<file path="config.mk">
export PLATFORM = sky130hd
export DESIGN_NAME = matmul_core_scheduler
export DESIGN_NICKNAME = d
export VERILOG_FILES = /design/src/rtl/matmul_pkg.sv /design/src/rtl/rr_idle_picker.sv /design/src/rtl/matmul_core_scheduler.sv
export SDC_FILE = /design/constraint.sdc
export NUM_CORES = 1
export LEC_CHECK = 0
export CAP_MARGIN = 15
export CORE_ASPECT_RATIO = 1.2
export CORE_MARGIN = 4
export CORE_UTILIZATION = 25
export CTS_CLUSTER_DIAMETER = 80
export DETAILED_ROUTE_END_ITERATION = 10
export GPL_TIMING_DRIVEN = 0
export SYNTH_ARGS = -nofsm -noshare
export SYNTH_HDL_FRONTEND = slang
export SYNTH_SLANG_ARGS = --single-unit
</file>
<file path="constraint.sdc">
create_clock -name CLOCK -period 4.6 [get_ports CLOCK]
set_input_delay 0.92 -clock CLOCK [delete_from_list [all_inputs] [get_ports CLOCK]]
set_output_delay 0.92 -clock CLOCK [all_outputs]
set_load 0.005 [all_outputs]
</file>
<file path="src/rtl/matmul_pkg.sv">
// Shared definitions for the matrix-multiply job scheduler and the core array.
//   - sched_state_e : scheduler FSM states
//   - DIM_W_DEF / CNT_W_DEF : default dimension and job-counter widths
//   - job_t : one job descriptor {row, col, len} as seen by a core
package matmul_pkg;

  localparam int DIM_W_DEF = 8;

  // Counters must hold M*N, the product of two DIM_W-bit dimensions.
  function automatic int cnt_w_for(input int dim_w);
    return 2 * dim_w;
  endfunction

  localparam int CNT_W_DEF = cnt_w_for(DIM_W_DEF);

  typedef enum logic [1:0] {
    ST_IDLE,
    ST_ISSUE,
    ST_DRAIN,
    ST_FINISH
  } sched_state_e;

  typedef struct packed {
    logic [DIM_W_DEF-1:0] row;
    logic [DIM_W_DEF-1:0] col;
    logic [DIM_W_DEF-1:0] len;
  } job_t;

endpackage

</file>
<file path="src/rtl/rr_idle_picker.sv">
// Round-robin first-idle selector.
// Scans busy_i starting at ptr_i, wrapping modulo N, and grants the first
// entry whose busy bit is clear.
//   busy_i       : per-entry busy flags
//   ptr_i        : scan start index (0..N-1)
//   grant_idx_o  : selected idle entry (valid only with grant_vld_o)
//   grant_vld_o  : at least one entry is idle
module rr_idle_picker #(
  parameter int N     = 4,
  parameter int IDX_W = (N > 1) ? $clog2(N) : 1
) (
  input  logic [N-1:0]     busy_i,
  input  logic [IDX_W-1:0] ptr_i,
  output logic [IDX_W-1:0] grant_idx_o,
  output logic             grant_vld_o
);

  int j;

  always_comb begin
    grant_vld_o = 1'b0;
    grant_idx_o = '0;
    j           = 0;
    for (int k = 0; k < N; k++) begin
      j = int'(ptr_i) + k;
      if (j >= N) j = j - N;
      if (!grant_vld_o && !busy_i[j]) begin
        grant_vld_o = 1'b1;
        grant_idx_o = IDX_W'(j);
      end
    end
  end

endmodule

</file>
<file path="src/rtl/matmul_core_scheduler.sv">
// Job scheduler for one C = A x B multiply spread over CORES MAC cores.
// Each C[row][col] is one job, issued row-major to idle cores picked
// round-robin; completions are counted until all M*N jobs are done.
//   CLOCK, RESET           : clock, asynchronous active-high reset
//   START, DIM_M/N/K       : job-set request and dimensions (sampled in IDLE)
//   DISP_VALID             : one-hot offer to core i
//   DISP_ROW/COL/LEN       : broadcast job index and latched K
//   CORE_READY, CORE_DONE  : per-core accept and completion pulse
//   BUSY, DONE, ERROR      : run status, completion pulse, protocol fault pulse
module matmul_core_scheduler
  import matmul_pkg::*;
#(
  parameter int CORES = 4,
  parameter int DIM_W = DIM_W_DEF,
  parameter int CNT_W = cnt_w_for(DIM_W)
) (
  input  logic             CLOCK,
  input  logic             RESET,
  input  logic             START,
  input  logic [DIM_W-1:0] DIM_M,
  input  logic [DIM_W-1:0] DIM_N,
  input  logic [DIM_W-1:0] DIM_K,
  output logic [CORES-1:0] DISP_VALID,
  output logic [DIM_W-1:0] DISP_ROW,
  output logic [DIM_W-1:0] DISP_COL,
  output logic [DIM_W-1:0] DISP_LEN,
  input  logic [CORES-1:0] CORE_READY,
  input  logic [CORES-1:0] CORE_DONE,
  output logic             BUSY,
  output logic             DONE,
  output logic             ERROR
);

  localparam int IDX_W = (CORES > 1) ? $clog2(CORES) : 1;
  localparam int PC_W  = $clog2(CORES + 1);

  sched_state_e      state_q;
  logic [CORES-1:0]  disp_vld_q, core_busy_q, core_busy_d;
  logic [IDX_W-1:0]  ptr_q, ptr_d;
  logic [DIM_W-1:0]  row_q, col_q, n_q, k_q;
  logic [CNT_W-1:0]  total_q, issued_q, completed_q, completed_d;
  logic              run_q, done_q, err_q;

  logic [CORES-1:0]  xfer_vec, done_hit, done_bad, grant_oh;
  logic [IDX_W-1:0]  grant_idx, xfer_idx;
  logic              grant_vld, xfer, active;
  logic [PC_W-1:0]   done_cnt;

  rr_idle_picker #(
    .N     (CORES),
    .IDX_W (IDX_W)
  ) u_pick (
    .busy_i      (core_busy_q),
    .ptr_i       (ptr_q),
    .grant_idx_o (grant_idx),
    .grant_vld_o (grant_vld)
  );

  always_comb begin
    active   = (state_q != ST_IDLE);
    xfer_vec = disp_vld_q & CORE_READY;
    xfer     = |xfer_vec;
    // The offer is one-hot, so its set bit names the accepting core.
    xfer_idx = '0;
    grant_oh = '0;
    for (int i = 0; i < CORES; i++) begin
      if (disp_vld_q[i]) xfer_idx = IDX_W'(i);
      grant_oh[i] = (grant_idx == IDX_W'(i));
    end
    ptr_d = (int'(xfer_idx) == CORES - 1) ? '0 : xfer_idx + IDX_W'(1);

    done_hit = active ? (CORE_DONE & core_busy_q)  : '0;
    done_bad = active ? (CORE_DONE & ~core_busy_q) : '0;
    done_cnt = '0;
    for (int i = 0; i < CORES; i++) begin
      done_cnt = done_cnt + PC_W'(done_hit[i]);
    end
    // A done retires the old job before a same-cycle transfer re-arms busy.
    core_busy_d = (core_busy_q & ~done_hit) | xfer_vec;
    completed_d = completed_q + CNT_W'(done_cnt);
  end

  always_ff @(posedge CLOCK or posedge RESET) begin
    if (RESET) begin
      state_q     <= ST_IDLE;
      disp_vld_q  <= '0;
      core_busy_q <= '0;
      ptr_q       <= '0;
      row_q       <= '0;
      col_q       <= '0;
      n_q         <= '0;
      k_q         <= '0;
      total_q     <= '0;
      issued_q    <= '0;
      completed_q <= '0;
      run_q       <= 1'b0;
      done_q      <= 1'b0;
      err_q       <= 1'b0;
    end else begin
      done_q      <= 1'b0;
      err_q       <= |done_bad;
      core_busy_q <= core_busy_d;
      completed_q <= completed_d;
      case (state_q)
        ST_IDLE: begin
          if (START) begin
            n_q     <= DIM_N;
            k_q     <= DIM_K;
            total_q <= CNT_W'(DIM_M) * CNT_W'(DIM_N);
            if (DIM_M == '0 || DIM_N == '0 || DIM_K == '0) begin
              err_q <= 1'b1;
            end else begin
              row_q       <= '0;
              col_q       <= '0;
              issued_q    <= '0;
              completed_q <= '0;
              run_q       <= 1'b1;
              state_q     <= ST_ISSUE;
            end
          end
        end
        ST_ISSUE: begin
          if (xfer) begin
            disp_vld_q <= '0;
            ptr_q      <= ptr_d;
            issued_q   <= issued_q + CNT_W'(1);
            if (col_q == n_q - DIM_W'(1)) begin
              col_q <= '0;
              row_q <= row_q + DIM_W'(1);
            end else begin
              col_q <= col_q + DIM_W'(1);
            end
            if (issued_q + CNT_W'(1) == total_q) state_q <= ST_DRAIN;
          end else if (disp_vld_q == '0 && grant_vld) begin
            disp_vld_q <= grant_oh;
          end
        end
        ST_DRAIN: begin
          if (completed_q == total_q) begin
            done_q  <= 1'b1;
            run_q   <= 1'b0;
            state_q <= ST_FINISH;
          end
        end
        ST_FINISH: begin
          state_q <= ST_IDLE;
        end
        default: state_q <= ST_IDLE;
      endcase
    end
  end

  assign DISP_VALID = disp_vld_q;
  assign DISP_ROW   = row_q;
  assign DISP_COL   = col_q;
  assign DISP_LEN   = k_q;
  assign BUSY       = run_q;
  assign DONE       = done_q;
  assign ERROR      = err_q;

endmodule

</file>
# Word-level counts from Yosys, hierarchy flattened
# Index checks and enable logic that the tools add are counted.
# classes
n_eq_ne	16
reduce_logical	30
bitwise_logic	7
multipliers	1
n_mux	62
n_addsub	16
n_lt_le_gt_ge	8
# ops
operator	n
< comparator 32 x 4 -> 1 bit (second input constant)	4
2-to-1 mux 32 bit	4
greater-or-equal comparator 32 x 4 -> 1 bit (second input constant)	3
2-to-1 mux 16 bit	6
subtractor 32 x 4 -> 32 bit (second input constant)	3
2-to-1 mux 8 bit	6
== test 16 bit	2
one-hot mux 16 bit (2 select lines)	1
one-hot mux 8 bit (2 select lines)	2
logical NOT 8 bit	3
2-to-1 mux 2 bit	12
2-to-1 mux 1 bit	21
adder 16 x 1 -> 16 bit (second input constant)	1
adder 16 x 3 -> 16 bit	1
adder 8 x 1 -> 8 bit (second input constant)	2
AND 4 bit	4
multiplier 8 x 8 -> 16 bit	1
2-to-1 mux 4 bit	4
inequality test 2 bit (second input constant)	6
AND reduction 5 bit	2
binary-select mux 1 bit (select 2 bit)	4
== test 2 bit (second input constant)	4
== test 8 bit	1
NOT 4 bit	2
22 further kinds	41
# word_totals
inputBits	35
out_inout_bits	31
elab_cells	154
register_bits	95

# Depth between registers and ports, before layout
# Gate-level depths: netlist of run 1.
# logic_depth
ltp_word	18
depth_mapped	19

# By module
# From an unflattened synthesis of run 1, not the netlist that was laid out.
# unflattened
hier_cells	840
hier_area_um2	7646.1
# modules_own_cells
mod	n_inst	cells_each	seq_area_each_um2	area_each_um2
matmul_core_scheduler	1	830	2377.3	7556.0
rr_idle_picker	1	10	0.0	90.1

# Worst setup path before layout of run 1
# No wires, ideal clock.
# synth_path
path_type	in2reg
startpoint	in DIM_N[7]
endpoint	reg total_q[14]
path_buffers	1
required_time_ns	4.463
setup_ns	0.137
path_slack_ns	-0.599
arrival_time_ns	5.062
cell_stages	18
cell_sequence	clkbuf_1 -> nand2_1 -> fa_1 -> fa_1 -> inv_1 -> fa_1 -> inv_1 -> fa_1 -> inv_1 -> ha_1 -> or3_1 -> a311o_1 -> a31oi_1 -> nor2b_1 -> o21ai_0 -> a21oi_1 -> xnor2_1 -> o21ai_0
# synth_between
elab_chain_len	1
# synth_rtl
element	line	rtl
start, declared	matmul_core_scheduler.sv:21	input logic [DIM_W-1:0] DIM_N,
multiplier 8 x 8 -> 16 bit	matmul_core_scheduler.sv:109	total_q <= CNT_W'(DIM_M) * CNT_W'(DIM_N);
end signal, assigned	matmul_core_scheduler.sv:109	
end, declared	matmul_core_scheduler.sv:41	logic [CNT_W-1:0] total_q, issued_q, completed_q, completed_d;
# Every way passes these cells.
# A chain may end at the register's enable or synchronous reset.

# Worst setup path after layout of run 1
# layout_path
startpoint	in DIM_N[6]
endpoint	reg total_q[14]
# Same word-level chain as after synthesis.

==> results of run 1 <==
critical path, stage by stage:
cell       delay, ps
clkbuf_16        110
nand2_4           50
fa_1             500
fa_1             510
inv_2             40
fa_1             540
inv_1             50
fa_1             490
inv_2             50
ha_4             150
or3_1            360
a311o_1          290
a31oi_2          170
nor2b_1           70
o21ai_1          170
a21oi_1          100
xnor2_1          250
o21ai_1           80
cell type report:
| class | instances | area (µm²) | area share [%] |
|---|---|---|---|
| Inverter | 66 | 250 | 2.70 |
| Clock buffer | 10 | 229 | 2.47 |
| Multi-Input combinational cell | 616 | 4850 | 52.3 |
| Timing Repair Buffer | 81 | 857 | 9.25 |
| Buffer | 26 | 183 | 1.97 |
| Tap cell | 390 | 488 | 5.26 |
| Clock inverter | 5 | 33.8 | 0.364 |
| Sequential cell | 95 | 2380 | 25.6 |
Yosys cell counts, drive strengths merged, types with 7 or more instances:
cell type  count  area (µm²)
a21oi         16        80.1
and2          53         334
and3          11        71.3
clkbuf        21        80.1
dfrtp         95        2380
fa            39         781
ha            44         551
inv           66         248
mux2          22         248
nand2         86         323
nand3         26         130
nand4         13        81.3
nor2          55         206
nor2b          8        50.1
nor3          12        60.1
nor3b          7        52.6
nor4           7         101
o21ai         53         269
o31ai         11        82.6
or4           10        78.8
xnor2         51         447
xor2          27         236
per-stage QoR:
stage                     TNS [ps]  power, mW  setup slack [ps]  std cells  hold slack [ps]
after floorplan               -859       2.83              -317        803              465
after global placement      -55260       3.46             -1350       1255              488
after detailed placement     -8260       3.51             -1330       1257              497
after CTS                    -48.4       4.35             -48.4       1284              513
after global routing          -377       4.71              -218       1289              534
final                        -78.9       4.32             -78.9       1289              510
per-layer routing:
layer	part of all wire, %	up-vias	routed length, µm	global-route usage (%)
met1	45	3000	8390	14.8
li1	-	2922	-	-
met5	0	-	0	0
met4	1.6	0	291	3.33
met2	50	106	9160	19.7
met3	3.5	18	648	1.64
cell families (layout without fill, tap and decap cells):
kind of cell,count (synthesis),after routing,share of synthesized area (%)
adders and majority gates,83,83,17.8
and+or+nand+nor,309,309,22.1
xor gates and xnor gates,78,78,9.16
DFF,95,95,31.9
muxes,25,25,3.72
AOI/OAI and AO/OA,121,121,10.4
buffers and inverters,92,188,4.91
worst max path at each step:
stage,from,end,slack [ps],depth (start not counted)
4_1_cts,DIM_M[1],total_q[14],-50,17
5_1_grt,DIM_M[1],total_q[14],-220,17
3_3_place_gp,DIM_N[4],total_q[14],-1350,18
2_1_floorplan,DIM_N[5],total_q[14],-320,17
3_5_place_dp,DIM_N[4],total_q[14],-1330,18
6_report,DIM_N[6],total_q[14],-80,18
layout by cell type, fill, tap and decap left out, types with 4 or more instances in the layout:
master,count
dfrtp_1,95
nand2_1,80
inv_1,59
nor2_1,55
xnor2_1,51
clkdlybuf4s50_1,49
and2_1,45
o21ai_0,44
ha_1,39
fa_1,36
xor2_1,27
nand3_1,26
mux2_2,22
clkbuf_1,18
buf_4,18
a21oi_1,16
nand4_1,13
nor3_1,12
clkbuf_16,12
o31ai_1,11
or4_1,9
and3_1,9
nor2b_1,8
o21ai_1,8
nor3b_1,7
and2_4,7
buf_12,7
a21o_1,6
inv_2,6
or3_1,5
ha_4,5
and4_1,4
nand2_4,4
timing repair:
item / CTS / global route
buffers inserted: 12 / 5
resized for setup: 108 / 16
pin swaps: 24 / 16
hold buffers: 0 / 0
setup endpoints to repair: 9 / 3
power groups by stage:
stage,logic [mW],registers [mW],clock network (mW)
2_1_floorplan,1.54,1.29,0
3_3_place_gp,2.08,1.38,0
3_5_place_dp,2.13,1.39,0
4_1_cts,2.26,1.37,0.717
5_1_grt,2.54,1.41,0.755
6_report,2.26,1.37,0.685
sequential cells by signal, summed over array words and instances (netlist names), 8 cells and up:
| signal | cells |
|---|---|
| DISP_COL | 8 |
| completed_q | 16 |
| DISP_LEN | 8 |
| n_q | 8 |
| DISP_ROW | 8 |
| total_q | 16 |
| issued_q | 16 |
==> flow_metrics.env, run 1 <==
export IMPL_pwr_share_comb_pct=52.3
export IMPL_violations="setup timing"
export IMPL_critical_path_startpoint_type="input port"
export IMPL_syn_nets=921
export IMPL_worstHoldEndpoint="DISP_LEN[5]"
export IMPL_cts_made_buffers=9
export IMPL_drc_errors=0
export IMPL_status="finished with violations"
export IMPL_final_area_mm2=0.00927
export IMPL_root_buffer="clkbuf_16"
export IMPL_clkLatencyLatePin_ps=350
export IMPL_fin_util_pct=31.4
export IMPL_cts_sink_count=95
export IMPL_synth_cells=803
export IMPL_die_area_mm2=0.0327
export IMPL_hold_depth=1
export IMPL_post_dp_cell_area_mm2=0.00867
export IMPL_final_min_clock_period_ps=4680
export IMPL_arrival_ps=4890
export IMPL_die_y_um=197
export IMPL_reg2regPathDepth=14
export IMPL_synthArstFlopShare_pct=100
export IMPL_p_leak_nw=4.03
export IMPL_fin_ws_ps=-78.9
export IMPL_hold_viol_final=0
export IMPL_port_buffers=62
export IMPL_die_w_um=166
export IMPL_avgViaCountPerCell=4.69
export IMPL_antenna_found_initial=0
export IMPL_setup_viol=1
export IMPL_netlist_area_mm2=0.00746
export IMPL_setup_worst_path_class="in -> reg"
export IMPL_area_growth_pct=24.2
export IMPL_wl_per_cell_um=14.3
export IMPL_first_pass_iters=5
export IMPL_syn_area_per_cell_um2=9.29
export IMPL_synth_edf_count=0
export IMPL_fillers=3115
export IMPL_crit_path_end_kind="flip-flop"
export IMPL_hold_path_class="reg -> reg"
export IMPL_reg2reg_to="completed_q[10]"
export IMPL_powerDensity_mw_per_mm2=466
export IMPL_sequentialPowerShare_pct=31.8
export IMPL_num_vias=6046
export IMPL_ant_nets=0
export IMPL_coreArea_mm2=0.0295
export IMPL_drv_slew=0
export IMPL_synth_distinct_cells=70
export IMPL_grt_ovfl_total=0
export IMPL_synth_seq_cells=95
export IMPL_cap_viol_max_count=0
export IMPL_grt_util_all_layers_pct=11.4
export IMPL_num_rows=69
export IMPL_n_antenna_cell=0
export IMPL_hpwl_mm=14.1
export IMPL_netSwitchingPower_mw=1.77
export IMPL_path_max_fanout=4
export IMPL_skew_ps=11.3
export IMPL_drt_total_wl_mm=18.5
export IMPL_grt_pass1_vias=6094
export IMPL_finalCritPeriodShare_pct=102
export IMPL_rrSetupSlack_ps=760
export IMPL_htreeDepth=3
export IMPL_r2r_start="state_q[0]"
export IMPL_ioPinCount=66
export IMPL_swShare_pct=40.9
export IMPL_drive_above_1_share_pct=13.2
export IMPL_internal_power_mw=2.55
export IMPL_grt_start_max_net_pins=59
export IMPL_start_util_pct=25.3
export IMPL_drt_iter0_drc=379
export IMPL_clk_path_buf_depth=2
export IMPL_ir_drop_v=0.000169
export IMPL_clkPwrFrac_pct=15.9
export IMPL_yosys_warnings=0
export IMPL_place_gp_congestion=0.850
export IMPL_fmax_mhz=214
export IMPL_relSlewSlack_pct=38.2
export IMPL_ys_flop_type="dfrtp_1"
export IMPL_grt_pass1_wl_mm=31.1
export IMPL_worst_slew_pin_slew_ps=927
export IMPL_final_nets=1013
export IMPL_min_delay_start="DISP_LEN[5]"
export IMPL_rsz0062_at_grt="yes"
export IMPL_cts_tree="yes"
export IMPL_yosysSeqAreaShare_pct=31.9
export IMPL_clk_pin_slew_ps=60
export IMPL_cp_required_ps=4820
No activity file was read; power rests on OpenSTA's default activity.
==> run 2: changes to the inputs <==
CTS_CLUSTER_SIZE = 30   (was unset)
==> results of run 2 <==
Final layout, timing and power as in run 1 (identical DEF).
==> run 3: changes to the inputs <==
CAP_MARGIN = 10   (was 15)
CTS_CLUSTER_DIAMETER = unset   (was 80)
==> run 3 against run 2 <==
Against the previous run:
- the run still ends with setup timing left
- register-to-register slack improved by 40 ps
- flip-flop and latch count unchanged
- clock power increased by 8.5%
- total power is 1.2% higher
- sequential power is essentially flat
- cell count decreased by 0.23%
- setup slack got worse by 13 ps
==> flow_metrics.env, run 3 (synthesis results as in run 1) <==
export IMPL_status="finished with violations"
export IMPL_violations="setup timing"
export IMPL_crit_start="DIM_N[4]"
export IMPL_coreArea_mm2=0.0295
export IMPL_regArea_mm2=0.00238
export IMPL_port_buffers=62
export IMPL_die_w_um=166
export IMPL_place_gp_congestion=0.850
export IMPL_arrival_ps=4910
export IMPL_final_common_cell="dfrtp_1"
export IMPL_cap_viol_max_count=0
export IMPL_powerDensity_mw_per_mm2=473
export IMPL_die_area_mm2=0.0327
export IMPL_fillers=3090
export IMPL_reg2regPathDepth=14
export IMPL_reg2reg_to="completed_q[10]"
export IMPL_dp_cells=1256
export IMPL_skew_ps=12.5
export IMPL_critical_path_startpoint_type="input port"
export IMPL_whs_ps=509
export IMPL_hpwl_mm=14.0
export IMPL_clkPwrFrac_pct=17.0
export IMPL_grt_pass1_vias=5912
export IMPL_ant_nets=0
export IMPL_pwr_share_comb_pct=51.7
export IMPL_ir_drop_v=0.000198
export IMPL_r2r_start="state_q[0]"
export IMPL_ioPinCount=66
export IMPL_grt_util_all_layers_pct=11.3
export IMPL_clkLatencyLatePin_ps=350
export IMPL_clk_pin_slew_ps=70
export IMPL_internal_power_mw=2.61
export IMPL_path_max_fanout=7
export IMPL_worst_slew_pin_slew_ps=1200
export IMPL_drt_total_wl_mm=18.5
export IMPL_start_util_pct=25.3
export IMPL_antenna_found_initial=0
export IMPL_grt_start_max_net_pins=59
export IMPL_n_antenna_cell=0
export IMPL_cts_made_buffers=9
export IMPL_rrSetupSlack_ps=800
export IMPL_rsz0062_at_grt="yes"
export IMPL_root_buffer="clkbuf_16"
export IMPL_grt_ovfl_total=0
export IMPL_relSlewSlack_pct=19.0
export IMPL_drc_errors=0
export IMPL_fin_ws_ps=-91.7
export IMPL_fin_util_pct=31.3
export IMPL_grt_pass1_wl_mm=30.6
export IMPL_setup_worst_path_end="total_q[14]"
export IMPL_area_growth_pct=24.0
export IMPL_layout_common_cells="dfrtp_1 (95), nand2_1 (82), inv_1 (58)"
export IMPL_first_pass_iters=6
export IMPL_drv_slew=0
export IMPL_num_vias=6001
export IMPL_largestRegisters="completed_q (16), issued_q (16), total_q (16)"
export IMPL_instances_no_fill=1286
export IMPL_cts_hold_buf=0
export IMPL_clk_path_buf_depth=2
export IMPL_drt_iter0_drc=393
export IMPL_die_y_um=197
export IMPL_setup_viol=2
export IMPL_setup_tns_ps=-107
export IMPL_htreeDepth=3
export IMPL_finalCritPeriodShare_pct=102
export IMPL_power_total_mw=4.38
export IMPL_drive_above_1_share_pct=12.9
export IMPL_cts_tree="yes"
export IMPL_num_rows=69
export IMPL_cts_sink_count=95
export IMPL_sequentialPowerShare_pct=31.3
export IMPL_wl_per_cell_um=14.4
export IMPL_hold_depth=1
export IMPL_fmax_mhz=213
export IMPL_avgViaCountPerCell=4.67
export IMPL_netSwitchingPower_mw=1.77
export IMPL_hold_path_class="reg -> reg"
export IMPL_setup_worst_path_class="in -> reg"
export IMPL_p_leak_nw=4.01
export IMPL_crit_path_end_kind="flip-flop"
export IMPL_cp_required_ps=4810
export IMPL_final_min_clock_period_ps=4690
export IMPL_final_nets=1011
export IMPL_swShare_pct=40.4
export IMPL_multi_input_area_mm2=0.00484
export IMPL_hold_viol_final=0
## run 3: changes by cell type in the layout (fill, tap and decap cells not counted), moves of 2 or more
cell / delta
nand2_1: +2
buf_6: +2
nand2_4: -2
buf_4: -2
## run 3: per-layer routing
layer	track usage, %	vias up	routed length (µm)	part of all wire (%)
met5	0	-	0	0
met4	3.18	0	243	1.3
met3	1.76	15	626	3.4
met2	19.5	114	9250	50
met1	14.6	2963	8340	45
li1	-	2909	-	-
## run 3: worst max-delay path, stage by stage
cell and delay [ps]:
buf_12 110, and2_4 150, fa_1 560, fa_1 440
fa_1 530, inv_2 40, fa_1 510, inv_2 50
ha_4 140, or3_1 310, a311o_1 290, a31oi_2 160
nor2b_1 70, o21ai_1 180, a21oi_1 100, xnor2_1 250
o21ai_1 80
## run 3: power by group through the flow
stage	clock network, mW	registers [mW]	logic [mW]
floorplan	0	1.29	1.54
global placement	0	1.38	2.08
detailed placement	0	1.38	2.12
global route	0.807	1.40	2.55
CTS	0.771	1.37	2.25
finish	0.743	1.37	2.26
## run 3: area by class of cell
class,instances,share of cell area (%)
Clock buffer,9,2.44
Multi-Input combinational cell,616,52.3
Clock inverter,5,0.636
Tap cell,390,5.28
Sequential cell,95,25.7
Buffer,26,1.98
Inverter,66,2.71
Timing Repair Buffer,79,8.98
## run 3: per-stage QoR
stage / cell area, µm² / setup WS, ps
floorplan: 7530 / -317
global placement: 8640 / -1350
detailed placement: 8670 / -1320
CTS: 9160 / -58.4
global route: 9250 / -212
finish: 9250 / -91.7
## run 3: worst min path at each step
stage | startpoint | to | slack, ps
floorplan | issued_q[15] | issued_q[15] | 470
global placement | DISP_LEN[7] | DISP_LEN[7] | 490
detailed placement | DISP_LEN[5] | DISP_LEN[5] | 500
global route | DISP_LEN[2] | DISP_LEN[2] | 530
CTS | DISP_LEN[7] | DISP_LEN[7] | 510
finish | DISP_LEN[5] | DISP_LEN[5] | 510
## run 3: repair_timing
action / in CTS / in global routing
buffers inserted: 10 / 6
pin swaps: 25 / 21
gates resized for setup: 102 / 18
setup endpoints to repair: 9 / 5
